==> src/rtl/uart_line_echo.sv <==
// uart_line_echo: line-buffered echo stage on the parallel side of a UART.
// Received bytes are collected into a line buffer with backspace editing.
// On CR the stored line is written back upper-cased (a-z only), followed
// by CR LF. Bytes beyond the buffer capacity are dropped and flagged.
module uart_line_echo #(
    parameter int DEPTH = 16
) (
    input  logic       clk,
    input  logic       rst,
    input  logic       rx_empty,
    input  logic [7:0] r_data,
    output logic       rd_uart,
    input  logic       tx_full,
    output logic       wr_uart,
    output logic [7:0] w_data,
    output logic       overflow,
    output logic       busy
);

    localparam int AW = $clog2(DEPTH);
    localparam logic [AW:0] CNT_FULL = (AW+1)'(DEPTH);
    localparam logic [AW:0] CNT_ONE  = (AW+1)'(1);
    localparam logic [AW:0] CNT_ZERO = (AW+1)'(0);

    typedef enum logic [1:0] {
        RECV     = 2'd0,
        SEND_BUF = 2'd1,
        SEND_CR  = 2'd2,
        SEND_LF  = 2'd3
    } state_t;

    state_t      state_r, state_next_s;
    logic [AW:0] cnt_r, cnt_next_s;
    logic [AW:0] idx_r, idx_next_s;
    logic        ovf_r, ovf_next_s;
    logic        buf_we_s;
    logic        rd_s, wr_s;
    logic [7:0]  w_data_s;
    logic [7:0]  buf_r [DEPTH];

    // Lower-case ASCII letters are shifted to upper case; everything else passes.
    function automatic logic [7:0] to_upper(input logic [7:0] b);
        logic [7:0] r;
        if ((b >= 8'h61) && (b <= 8'h7A)) begin
            r = b - 8'h20;
        end else begin
            r = b;
        end
        return r;
    endfunction

    // Next-state, counter updates and FIFO strobes; strobes are gated by reset.
    always_comb begin
        state_next_s = state_r;
        cnt_next_s   = cnt_r;
        idx_next_s   = idx_r;
        ovf_next_s   = ovf_r;
        buf_we_s     = 1'b0;
        rd_s         = 1'b0;
        wr_s         = 1'b0;
        w_data_s     = 8'h00;
        case (state_r)
            RECV: begin
                rd_s = rst & ~rx_empty;
                if (rd_s) begin
                    case (r_data)
                        8'h0D: begin
                            idx_next_s   = CNT_ZERO;
                            state_next_s = (cnt_r == CNT_ZERO) ? SEND_CR : SEND_BUF;
                        end
                        8'h0A: begin
                            cnt_next_s = cnt_r;
                        end
                        8'h08: begin
                            if (cnt_r != CNT_ZERO) begin
                                cnt_next_s = cnt_r - CNT_ONE;
                            end else begin
                                cnt_next_s = cnt_r;
                            end
                        end
                        default: begin
                            if (cnt_r < CNT_FULL) begin
                                buf_we_s   = 1'b1;
                                cnt_next_s = cnt_r + CNT_ONE;
                            end else begin
                                ovf_next_s = 1'b1;
                            end
                        end
                    endcase
                end else begin
                    state_next_s = RECV;
                end
            end
            SEND_BUF: begin
                w_data_s = to_upper(buf_r[idx_r[AW-1:0]]);
                wr_s     = rst & ~tx_full;
                if (wr_s) begin
                    idx_next_s = idx_r + CNT_ONE;
                    if (idx_r == (cnt_r - CNT_ONE)) begin
                        state_next_s = SEND_CR;
                    end else begin
                        state_next_s = SEND_BUF;
                    end
                end else begin
                    state_next_s = SEND_BUF;
                end
            end
            SEND_CR: begin
                w_data_s = 8'h0D;
                wr_s     = rst & ~tx_full;
                if (wr_s) begin
                    state_next_s = SEND_LF;
                end else begin
                    state_next_s = SEND_CR;
                end
            end
            SEND_LF: begin
                w_data_s = 8'h0A;
                wr_s     = rst & ~tx_full;
                if (wr_s) begin
                    cnt_next_s   = CNT_ZERO;
                    ovf_next_s   = 1'b0;
                    state_next_s = RECV;
                end else begin
                    state_next_s = SEND_LF;
                end
            end
            default: begin
                state_next_s = RECV;
            end
        endcase
    end

    // Control state registers with asynchronous active-low reset.
    always_ff @(posedge clk or negedge rst) begin
        if (!rst) begin
            state_r <= RECV;
            cnt_r   <= CNT_ZERO;
            idx_r   <= CNT_ZERO;
            ovf_r   <= 1'b0;
        end else begin
            state_r <= state_next_s;
            cnt_r   <= cnt_next_s;
            idx_r   <= idx_next_s;
            ovf_r   <= ovf_next_s;
        end
    end

    // Line buffer storage; contents after reset are irrelevant since cnt is cleared.
    always_ff @(posedge clk) begin
        if (buf_we_s) begin
            buf_r[cnt_r[AW-1:0]] <= r_data;
        end
    end

    assign rd_uart  = rd_s;
    assign wr_uart  = wr_s;
    assign w_data   = w_data_s;
    assign overflow = ovf_r;
    assign busy     = (state_r != RECV);

endmodule

==> config.mk <==
export PLATFORM = sky130hd
export DESIGN_NAME = uart_line_echo
export DESIGN_NICKNAME = d
export VERILOG_FILES = /design/src/rtl/uart_line_echo.sv
export SDC_FILE = /design/constraint.sdc
export NUM_CORES = 1
export LEC_CHECK = 0
export BUFFER_PORTS_ARGS = -buffer_cell sky130_fd_sc_hd__clkbuf_2
export CORE_MARGIN = 5
export CORE_UTILIZATION = 60
export CTS_BUF_LIST = sky130_fd_sc_hd__clkbuf_8
export CTS_CLUSTER_SIZE = 20
export DETAILED_ROUTE_END_ITERATION = 12
export PLACE_DENSITY = 0.78
export SYNTH_ARGS = -nofsm -noshare
export SYNTH_HDL_FRONTEND = slang
export SYNTH_SLANG_ARGS = --single-unit
==> constraint.sdc <==
create_clock -name clk -period 5.9 [get_ports clk]
set_clock_uncertainty 0.1 [all_clocks]
set_input_delay 0.295 -clock clk [delete_from_list [all_inputs] [get_ports clk]]
set_output_delay 0.295 -clock clk [all_outputs]
set_load 0.01 [all_outputs]
# == Word-level counts from Yosys, hierarchy flattened ==
# Memory sizes are Yosys's and may differ from the RTL's.
# Cells that the tools add are included.
# totals
reg_bits,13
ramBits,128
inputBits,12
out_inout_bits,12
wordCells,79
mem_count,1
# op_classes
n_addsub,4
magnitude_cmp,3
n_eq_ne,17
mux,33
n_bitwise,4
n_reduce_logical,13
# memory_table
name,depth,width,read_ports,rd_clocked_by_memory_dff,wr,line_no,rtl
buf_r,16,8,1,0,1,39,logic [7:0] buf_r [DEPTH];
# ops
cell,n
2-to-1 mux 5 bit,7
case mux 5 bit (2 select lines),3
"== test 8 x 4 -> 1 bit, second input constant",3
case mux 8 bit (3 select lines),1
2-to-1 mux 1 bit,13
2-to-1 mux 2 bit,6
"!= test 2 bit, second input constant",6
"adder 5 x 1 -> 5 bit, second input constant",2
"greater-or-equal comparator 8 x 7 -> 1 bit, second input constant",1
"less-or-equal comparator 8 x 7 -> 1 bit, second input constant",1
2-to-1 mux 8 bit,1
case mux 2 bit (4 select lines),1
"subtractor 8 x 6 -> 8 bit, second input constant",1
"!= test 3 x 2 -> 1 bit, second input constant",2
AND reduction 6 bit,1
nonzero test 2 bit,3
OR reduction 3 bit,2
== test 5 bit,1
logical NOT 5 bit,1
"less-than comparator 5 bit, second input constant",1
AND reduction 5 bit,1
nonzero test 5 bit,1
"subtractor 5 x 1 -> 5 bit, second input constant",1
"== test 2 bit, second input constant",2
10 further kinds,12

# == Longest topological paths before layout ==
# Gate-level depths: netlist of run 1.
# depth
word_depth,7
ltp_mapped,9
mapped_depth_nobuf,8

# == Worst setup path before layout of run 1 ==
# No wires, ideal clock.
# synth_path
path_type,flip-flop to output port
from,register idx_r[0]
to,output w_data[5]
arrival_time_ns,2.465
t_required_ns,5.505
path_slack_ns,3.040
stages_incl_launch_ff,7
n_path_buf,1
path_cell_list,dfrtp_1 -> buf_6 -> mux4_2 -> mux4_2 -> or3_1 -> or3_4 -> a41oi_1
# synth_between
elab_chain_cells,5
elab_cells_between_ends,7
classes_between,1 x add/sub; 2 x order compare; 2 x mux; 1 x reduce/logical; 1 x memory
# synth_rtl
element,line_no,rtl
start: declaration,34,"logic [AW:0] idx_r, idx_next_s;"
start signal: assignment,144,idx_r <= idx_next_s;
memory read (16 x 8 bit) *,--,
greater-or-equal comparator 8 x 7 -> 1 bit / less-or-equal comparator 8 x 7 -> 1 bit (equally long branches),44,if ((b >= 8'h61) && (b <= 8'h7A)) begin
logical AND 1 bit,44,
2-to-1 mux 8 bit *,44,
case mux 8 bit (3 select lines) *,62,case (state_r)
end: declaration,15,"output logic [7:0] w_data,"
# Mark *: on every way between the ends. The rest lies on a longest branch, timed or not.

# == Worst setup path after layout of run 1 ==
# layout_path
from,register idx_r[0]
to,output w_data[6]
# Same word-level chain as after synthesis.

==> metrics.md, run 1 <==
| Metric | Value |
|---|---|
| Status | finished, final reports clean |
| Starting Density | 0.618 |
| IO Count | 24 |
| EDFF count, synth | 128 |
| Final setup viols | 0 |
| Filler instances | 641 |
| Chip height | 111 um |
| Total track usage | 0.226 |
| Routed Antenna Nets | 0 |
| Cell variety after synth | 46 |
| RSZ-0062 raised after global routing | no |
| Most frequent cells in the layout | 128 x edfxtp_1, 25 x mux4_2, 23 x clkbuf_2 |
| Clock sinks | 141 |
| Reg clk slew, reported paths | 0.09 ns |
| CTS Buffer Depth | 2 |
| Share of layout cells above drive strength 1 | 0.226 |
| WP data arrival | 3.43 ns |
| Crit path largest cell delay | 0.67 ns |
| VDD IR-drop max | 0.321 mV |
| Vias in the first global route | 3,450 |
| Routed vias | 3,463 |
| DR DRC count | 0 |
| Pin count of the biggest net entering global routing | 27 |
| Busiest grt layer | met2 |
| Tmin final | 3.83 ns |
| Final Cycle Share | 0.649 |
| Core area | 0.00986 mm2 |
| Final hold violation count | 0 |
| Yosys Warn Count | 0 |
| PD cells | 454 mW/mm2 |
| Fin. max-slew vios | 0 |
| Routed len/inst | 24.8 um |
| CTS tree | built |
| Syn Area/Cell | 16.9 um2 |
| Antenna violations before repair | 0 |
| Cell-by-cell trace of the critical path | buf_4 -> mux4_2 -> mux2_2 -> mux2i_1 -> ha_1 -> and3_1 -> a31oi_1 -> clkbuf_2 |
| Clk_lat worst skew | 0.45 ns |
| Vias per inst | 6.46 |
| Setup crit end | w_data[6] |
| R2R setup slack | 3.11 ns |
| Critical path class | flop to primary output |
| Cell Area, Synth | 0.00610 mm2 |
| R2r startpoint | state_r[0] |
| Nets | 408 |
| Ant diodes | 0 |
| Post CTS Setup Buffer Count | 0 |
| Worst Max-Slew Pin Slew | 0.921 ns |
| Slew HR | 0.386 |
| Seq/Total Area, Yosys | 0.683 |
| Initial DRC count | 342 |
| First-pass GRT wire length | 20.2 mm |
| Net Count, Synth | 378 |
| Setup TNS | 0 ns |
| Met2 usage | 0.347 |
| Synth Instances | 360 |
| WL final | 13.3 mm |
| Worst path required time | 5.51 ns |
| GRT overflow | 0 |
| Post-synthesis register bit count | 141 |
| Hold crit path type | input port to flop |
| Global Route met3 Usage | 0.0639 |
| Most common cell after layout, fill and taps aside | edfxtp_1 |
| Post-DP HPWL | 8.28 mm |
| Leak | 2.35 nW |
| FF-to-FF path depth | 4 |
| DRT Pass-1 Iters | 7 |
| Syn-to-layout area delta | 10.1% |
| CTS Buf Count | 17 |
| FMAX | 0.261 GHz |
| Global routing usage on met1 | 0.308 |
| Tot Pwr | 3.05 mW |
| Die ar. | 0.0123 mm2 |
| FP Rows | 36 |
| Ys async rst share | 0.0922 |
| Critical R2R Capture | buf_r[7][0] |
| Max Cap Viol | 0 |
| # H-tree levels | 4 |
| IO Port Bufs | 23 |
| Critical path launch point | idx_r[0] |
| Gp weighted congestion | 0.844 |
| DIE WIDTH | 111 um |
| Main synth FF type | edfxtp_1 |
| Crit-path max FO | 26 |
| Critical path's slowest cell | dfrtp_2 |
| Startpoint types | flop |
| Critical path endpoint category | primary output |
| CTS root buffer | clkbuf_8 |
## where the power goes
group / internal [mW] / total (mW) / switching [mW]
registers: 1.13 / 1.28 / 0.154
logic: 0.493 / 1.03 / 0.535
clock network: 0.372 / 0.740 / 0.369
## cell type report
| type | count | area (um2) | share of cell area |
|---|---|---|---|
| Timing Repair Buffer | 26 | 140 | 0.0209 |
| Sequential cell | 141 | 4170 | 0.621 |
| Inverter | 8 | 30.0 | 0.00447 |
| Clock buffer | 17 | 234 | 0.0348 |
| Multi-Input combinational cell | 196 | 1830 | 0.272 |
| Tap cell | 133 | 166 | 0.0248 |
| Clock inverter | 15 | 149 | 0.0222 |
## registers in the layout, indices dropped and copies added (netlist names)
name      count
buf_r       128
overflow      1
idx_r         5
state_r       2
cnt_r         5
## layer usage
layer | share of wire | routed length [um] | vias up
met5 | 0 | 0 | -
met4 | 0.029 | 381 | 0
met3 | 0.070 | 931 | 33
met2 | 0.49 | 6460 | 183
met1 | 0.41 | 5490 | 1751
li1 | - | - | 1496
## worst min path at each step
| stage | end | from | depth (start not counted) |
|---|---|---|---|
| after floorplan | cnt_r[0] | rst | 0 |
| after global placement | overflow | rst | 1 |
| after detailed placement | overflow | rst | 1 |
| after CTS | overflow | tx_full | 3 |
| after global routing | overflow | tx_full | 3 |
| final | overflow | tx_full | 3 |
## critical path: cells and delay by family, from the launching register on
kind / cells / cell delay, ns
AO/OA/AOI/OAI: 1 / 0.16
adder cells (fa/ha/maj): 1 / 0.27
buffers and inverters: 2 / 0.64
flip-flops: 1 / 0.67
multiplexers: 3 / 1.07
AND/OR/NAND/NOR: 1 / 0.15
## per-stage QoR
stage,cells,worst slack [ns],util,instance area [um2],hold WS (ns)
after detailed placement,503,2.52,0.641,6330,0.132
after global routing,536,1.82,0.681,6720,0.135
after CTS,536,2.00,0.681,6720,0.0945
final,536,2.07,0.681,6720,0.112
after global placement,503,2.61,0.641,6330,0.131
after floorplan,360,3.04,-,6100,-0.101
## cell families after synthesis
family,Yosys count,synth area share
AOI/OAI and AO/OA,45,0.0507
and+or+nand+nor,83,0.0734
buffers and inverters,23,0.0168
adders and majority gates,6,0.0123
DFF,141,0.683
muxes,55,0.153
xor gates and xnor gates,7,0.0100
## Yosys cell counts, types with 2 or more instances
master	instances	area [um2]
or3b_2	2	17.5
nand3_1	4	20.0
mux2i_1	20	200
ha_1	6	75.1
a22oi_1	3	22.5
buf_2	4	20.0
a21o_1	2	15.0
and3_1	9	56.3
nor2_1	15	56.3
a21oi_1	5	25.0
nor2b_1	5	31.3
nor4_1	2	12.5
a22o_1	3	26.3
mux2_2	6	67.6
nand4_1	2	12.5
a221oi_1	5	43.8
o21ai_0	10	50.1
dfrtp_1	13	325
clkbuf_1	9	33.8
o211ai_1	7	52.6
a31oi_1	4	25.0
mux4_2	25	563
inv_1	7	26.3
xnor2_1	5	43.8
nand2b_1	3	18.8
edfxtp_1	128	3840
mux4_1	4	105
xor2_1	2	17.5
and2_1	15	93.8
nand2_1	19	71.3
## timing repair
action	CTS	global route
endpoints found under the hold margin	13	0
gates resized for setup	0	0
hold buffers	1	0
No activity file was read; power rests on OpenSTA's default activity.
==> inputs of run 2 (changes only) <==
- ABC_AREA: not set -> 1
- clock period: 5.9 -> 3.9 ns (I/O delays scaled with it)
==> run 2 against run 1 <==
Compared with the run above: sequential cell count unchanged; critical path type unchanged; non-clock buffer count increased by 2; critical endpoint is now w_data[7]; clock power increased by 43%; register-to-register slack got worse by 2.0 ns; routed wire length grew 14%; largest power group unchanged.
==> metrics.md, run 2 <==
| Metric | Value |
|---|---|
| Status | finished, final reports clean |
| Final instance area | 0.00717 mm2 (+6.7%) |
| Nets | 738 (+81%) |
| Top post-synthesis cells by count | 203 x nand2_1, 128 x edfxtp_1, 92 x nor2_1, 89 x inv_1, 54 x nand3_1 |
| DRT Pass-1 Iters | 6 (-1) |
| Yosys Warn Count | 0 (unchanged) |
| CTS tree | built |
| FP Rows | 38 (+5.6%) |
| Most common cell after layout, fill and taps aside | nand2_1 |
| Internal Power | 2.75 mW (+38%) |
| Final core utilization | 0.659 (-0.0225) |
| Max reg flops | 128 (unchanged) |
| CTS Buf Count | 17 (unchanged) |
| Gp weighted congestion | 0.895 (+6.0%) |
| WP data arrival | 2.98 ns (-0.45 ns) |
| Routed len/inst | 17.3 um (-30%) |
| CTS root buffer | clkbuf_8 |
| Clk_lat worst skew | 0.44 ns (about the same) |
| First-pass GRT wire length | 23.6 mm (+17%) |
| Ant diodes | 0 (unchanged) |
| FMAX | 0.305 GHz |
| Worst Max-Slew Pin Slew | 0.930 ns (+0.00941 ns) |
| DR DRC count | 0 (unchanged) |
| Cell accounting for the most synthesized area | edfxtp_1 |
| PD cells | 655 mW/mm2 (+44%) |
| CTS Buffer Depth | 2 (unchanged) |
| Final Cycle Share | 0.840 |
| Hold crit path type | input port to flop |
| Synth top area share | 0.575 (-0.0546) |
| Net Count, Synth | 716 (+89%) |
| Initial DRC count | 612 (+79%) |
| Antenna violations before repair | 0 (unchanged) |
| Final Hold Slack | 0.0756 ns (-0.0365 ns) |
| Startpoint types | flop |
| Total track usage | 0.237 (+0.0110) |
| Synth top area cells | edfxtp_1 58%, nand2_1 11%, nor2_1 5.2% |
| Vias per inst | 5.58 (-14%) |
| Fin. max-slew vios | 0 (unchanged) |
| Post-DP HPWL | 9.94 mm (+20%) |
| Leak | 3.02 nW (+28%) |
| VDD IR-drop max | 0.366 mV (+14%) |
| Vias in the first global route | 4,587 (+33%) |
| Slew HR | 0.377 (-0.00857) |
| Chip height | 116 um (+4.2%) |
| Critical path class | flop to primary output |
| Synth Instances | 698 (+94%) |
| Tmin final | 3.28 ns |
| # H-tree levels | 4 (unchanged) |
| EDFF count, synth | 128 (unchanged) |
| Seq/Total Area, Yosys | 0.624 (-0.0593) |
| Core area | 0.0109 mm2 (+10%) |
| Cell Area, Synth | 0.00668 mm2 (+9.5%) |
| Reg power frac | 0.394 (-0.027) |
| Ys async rst share | 0.0922 (unchanged) |
| WL final | 15.1 mm (+14%) |
| Die ar. | 0.0133 mm2 (+8.6%) |
| Final setup viols | 0 (unchanged) |
| Reg clk slew, reported paths | 0.08 ns (about the same) |
| DIE WIDTH | 116 um (+4.2%) |
| Post_cts resized | 0 (unchanged) |
| IO Count | 24 (unchanged) |
| Critical path endpoint category | primary output |
| Crit-path max FO | 65 (+150%) |
| Clock sinks | 141 (unchanged) |
| Main synth FF type | edfxtp_1 |
| Filler instances | 832 (+30%) |
| NetSw | 1.94 mW (+84%) |
| Most instantiated library cell after synthesis | nand2_1 |
| RSZ-0062 raised after global routing | no |
| GRT overflow | 0 (unchanged) |
| Syn Area/Cell | 9.57 um2 (-44%) |
| Switching share of power | 0.413 (+0.0670) |
| Comb power frac | 0.381 (+0.044) |
| Post-Place Cell Area | 0.00680 mm2 (+7.5%) |
| Routed vias | 4,872 (+41%) |
| Most frequent cells in the layout | 203 x nand2_1, 128 x edfxtp_1, 92 x nor2_1 |
| Setup TNS | 0 ns (unchanged) |
| Worst path required time | 3.61 ns (-1.90 ns) |
| Pin count of the biggest net entering global routing | 66 (+140%) |
| Clock Power Share | 0.225 (-0.018) |
| Cell variety after synth | 35 (-24%) |
| IO Port Bufs | 23 (unchanged) |
| Final hold violation count | 0 (unchanged) |
| Starting Density | 0.614 (-0.00493) |
| Post-synthesis register bit count | 141 (unchanged) |
| Max Cap Viol | 0 (unchanged) |
| Share of layout cells above drive strength 1 | 0.101 (-0.125) |
| Tot Pwr | 4.69 mW (+54%) |
| Routed Antenna Nets | 0 (unchanged) |
| Syn-to-layout area delta | 7.34% |
[run 2: cell count changes after synthesis, moves of 20 or more]
| cell | change |
|---|---|
| mux2i_1 | -20 |
| mux4_2 | -25 |
| nor2_1 | +77 |
| nand2_1 | +184 |
| inv_1 | +82 |
| nand3_1 | +50 |
[run 2: power groups by stage]
| stage | clock network, mW | logic, mW | registers (mW) |
|---|---|---|---|
| 4_1_cts | 1.06 | 1.77 | 1.84 |
| 2_1_floorplan | 0 | 1.43 | 1.83 |
| 6_report | 1.06 | 1.79 | 1.85 |
| 3_3_place_gp | 0 | 1.71 | 1.87 |
| 5_1_grt | 1.12 | 2.01 | 1.86 |
| 3_5_place_dp | 0 | 1.76 | 1.88 |
[run 2: cell families (layout without fill, tap and decap cells)]
family	Yosys count	after routing	synth area share
DFF	141	141	0.624
xor gates and xnor gates	6	6	0.00787
buffers and inverters	118	153	0.0826
and+or+nand+nor	371	371	0.230
AOI/OAI and AO/OA	56	56	0.0444
adders and majority gates	6	6	0.0112
[run 2: path summary, 6_finish.rpt]
| kind | from | end | slack [ns] | cells after the start |
|---|---|---|---|---|
| min in group asynchronous | rst | cnt_r[1] | 0.10 | 2 |
| worst min-delay path | rx_empty | state_r[0] | 0.08 | 6 |
| worst max register to register | state_r[0] | buf_r[11][2] | 1.07 | 7 |
| worst max-delay path | idx_r[0] | w_data[7] | 0.62 | 17 |
| worst min register to register | overflow | overflow | 0.42 | 2 |
| max in group asynchronous | rst | idx_r[0] | 3.31 | 2 |
[run 2: what timing repair did]
action / 4_1_cts / 5_1_grt
endpoints found under the hold margin: 13 / 0
buffers inserted: 0 / 0
hold buffers: 1 / 0
[run 2: stage by stage]
stage,worst slack [ns],std cells
6_report,0.625,873
4_1_cts,0.632,873
3_5_place_dp,1.04,840
2_1_floorplan,1.60,698
5_1_grt,0.343,873
3_3_place_gp,1.12,840
[run 2: cell type report]
type,instances,area (um2),area share
Sequential cell,141,4170,0.582
Multi-Input combinational cell,439,1960,0.273
Tap cell,140,175,0.0244
Timing Repair Buffer,28,155,0.0216
Clock buffer,17,234,0.0326
Inverter,93,352,0.0490
Clock inverter,15,125,0.0174
[run 2: metal layers]
| metal | GRT usage | vias to the layer above | share of wire | wire length [um] |
|---|---|---|---|---|
| met4 | 0.0759 | 0 | 0.021 | 316 |
| met1 | 0.324 | 2315 | 0.42 | 6380 |
| met5 | 0 | - | 0 | 0 |
| li1 | - | 2312 | - | - |
| met2 | 0.381 | 219 | 0.48 | 7230 |
| met3 | 0.0564 | 26 | 0.076 | 1150 |
[run 2: critical path, stage by stage (launching register included)]
cell and delay [ns]:
dfrtp_2 0.53, inv_4 0.51, nand2_1 0.12, nand2_1 0.09, nand2_1 0.05, o21ai_1 0.09, nand2_1 0.06, nand2_1 0.09
inv_1 0.04, nand2_1 0.13, inv_1 0.06, ha_1 0.20, nand3b_1 0.15, nand2_1 0.07, nand4_1 0.09, nand2_1 0.09
nor2_2 0.03, clkbuf_2 0.12
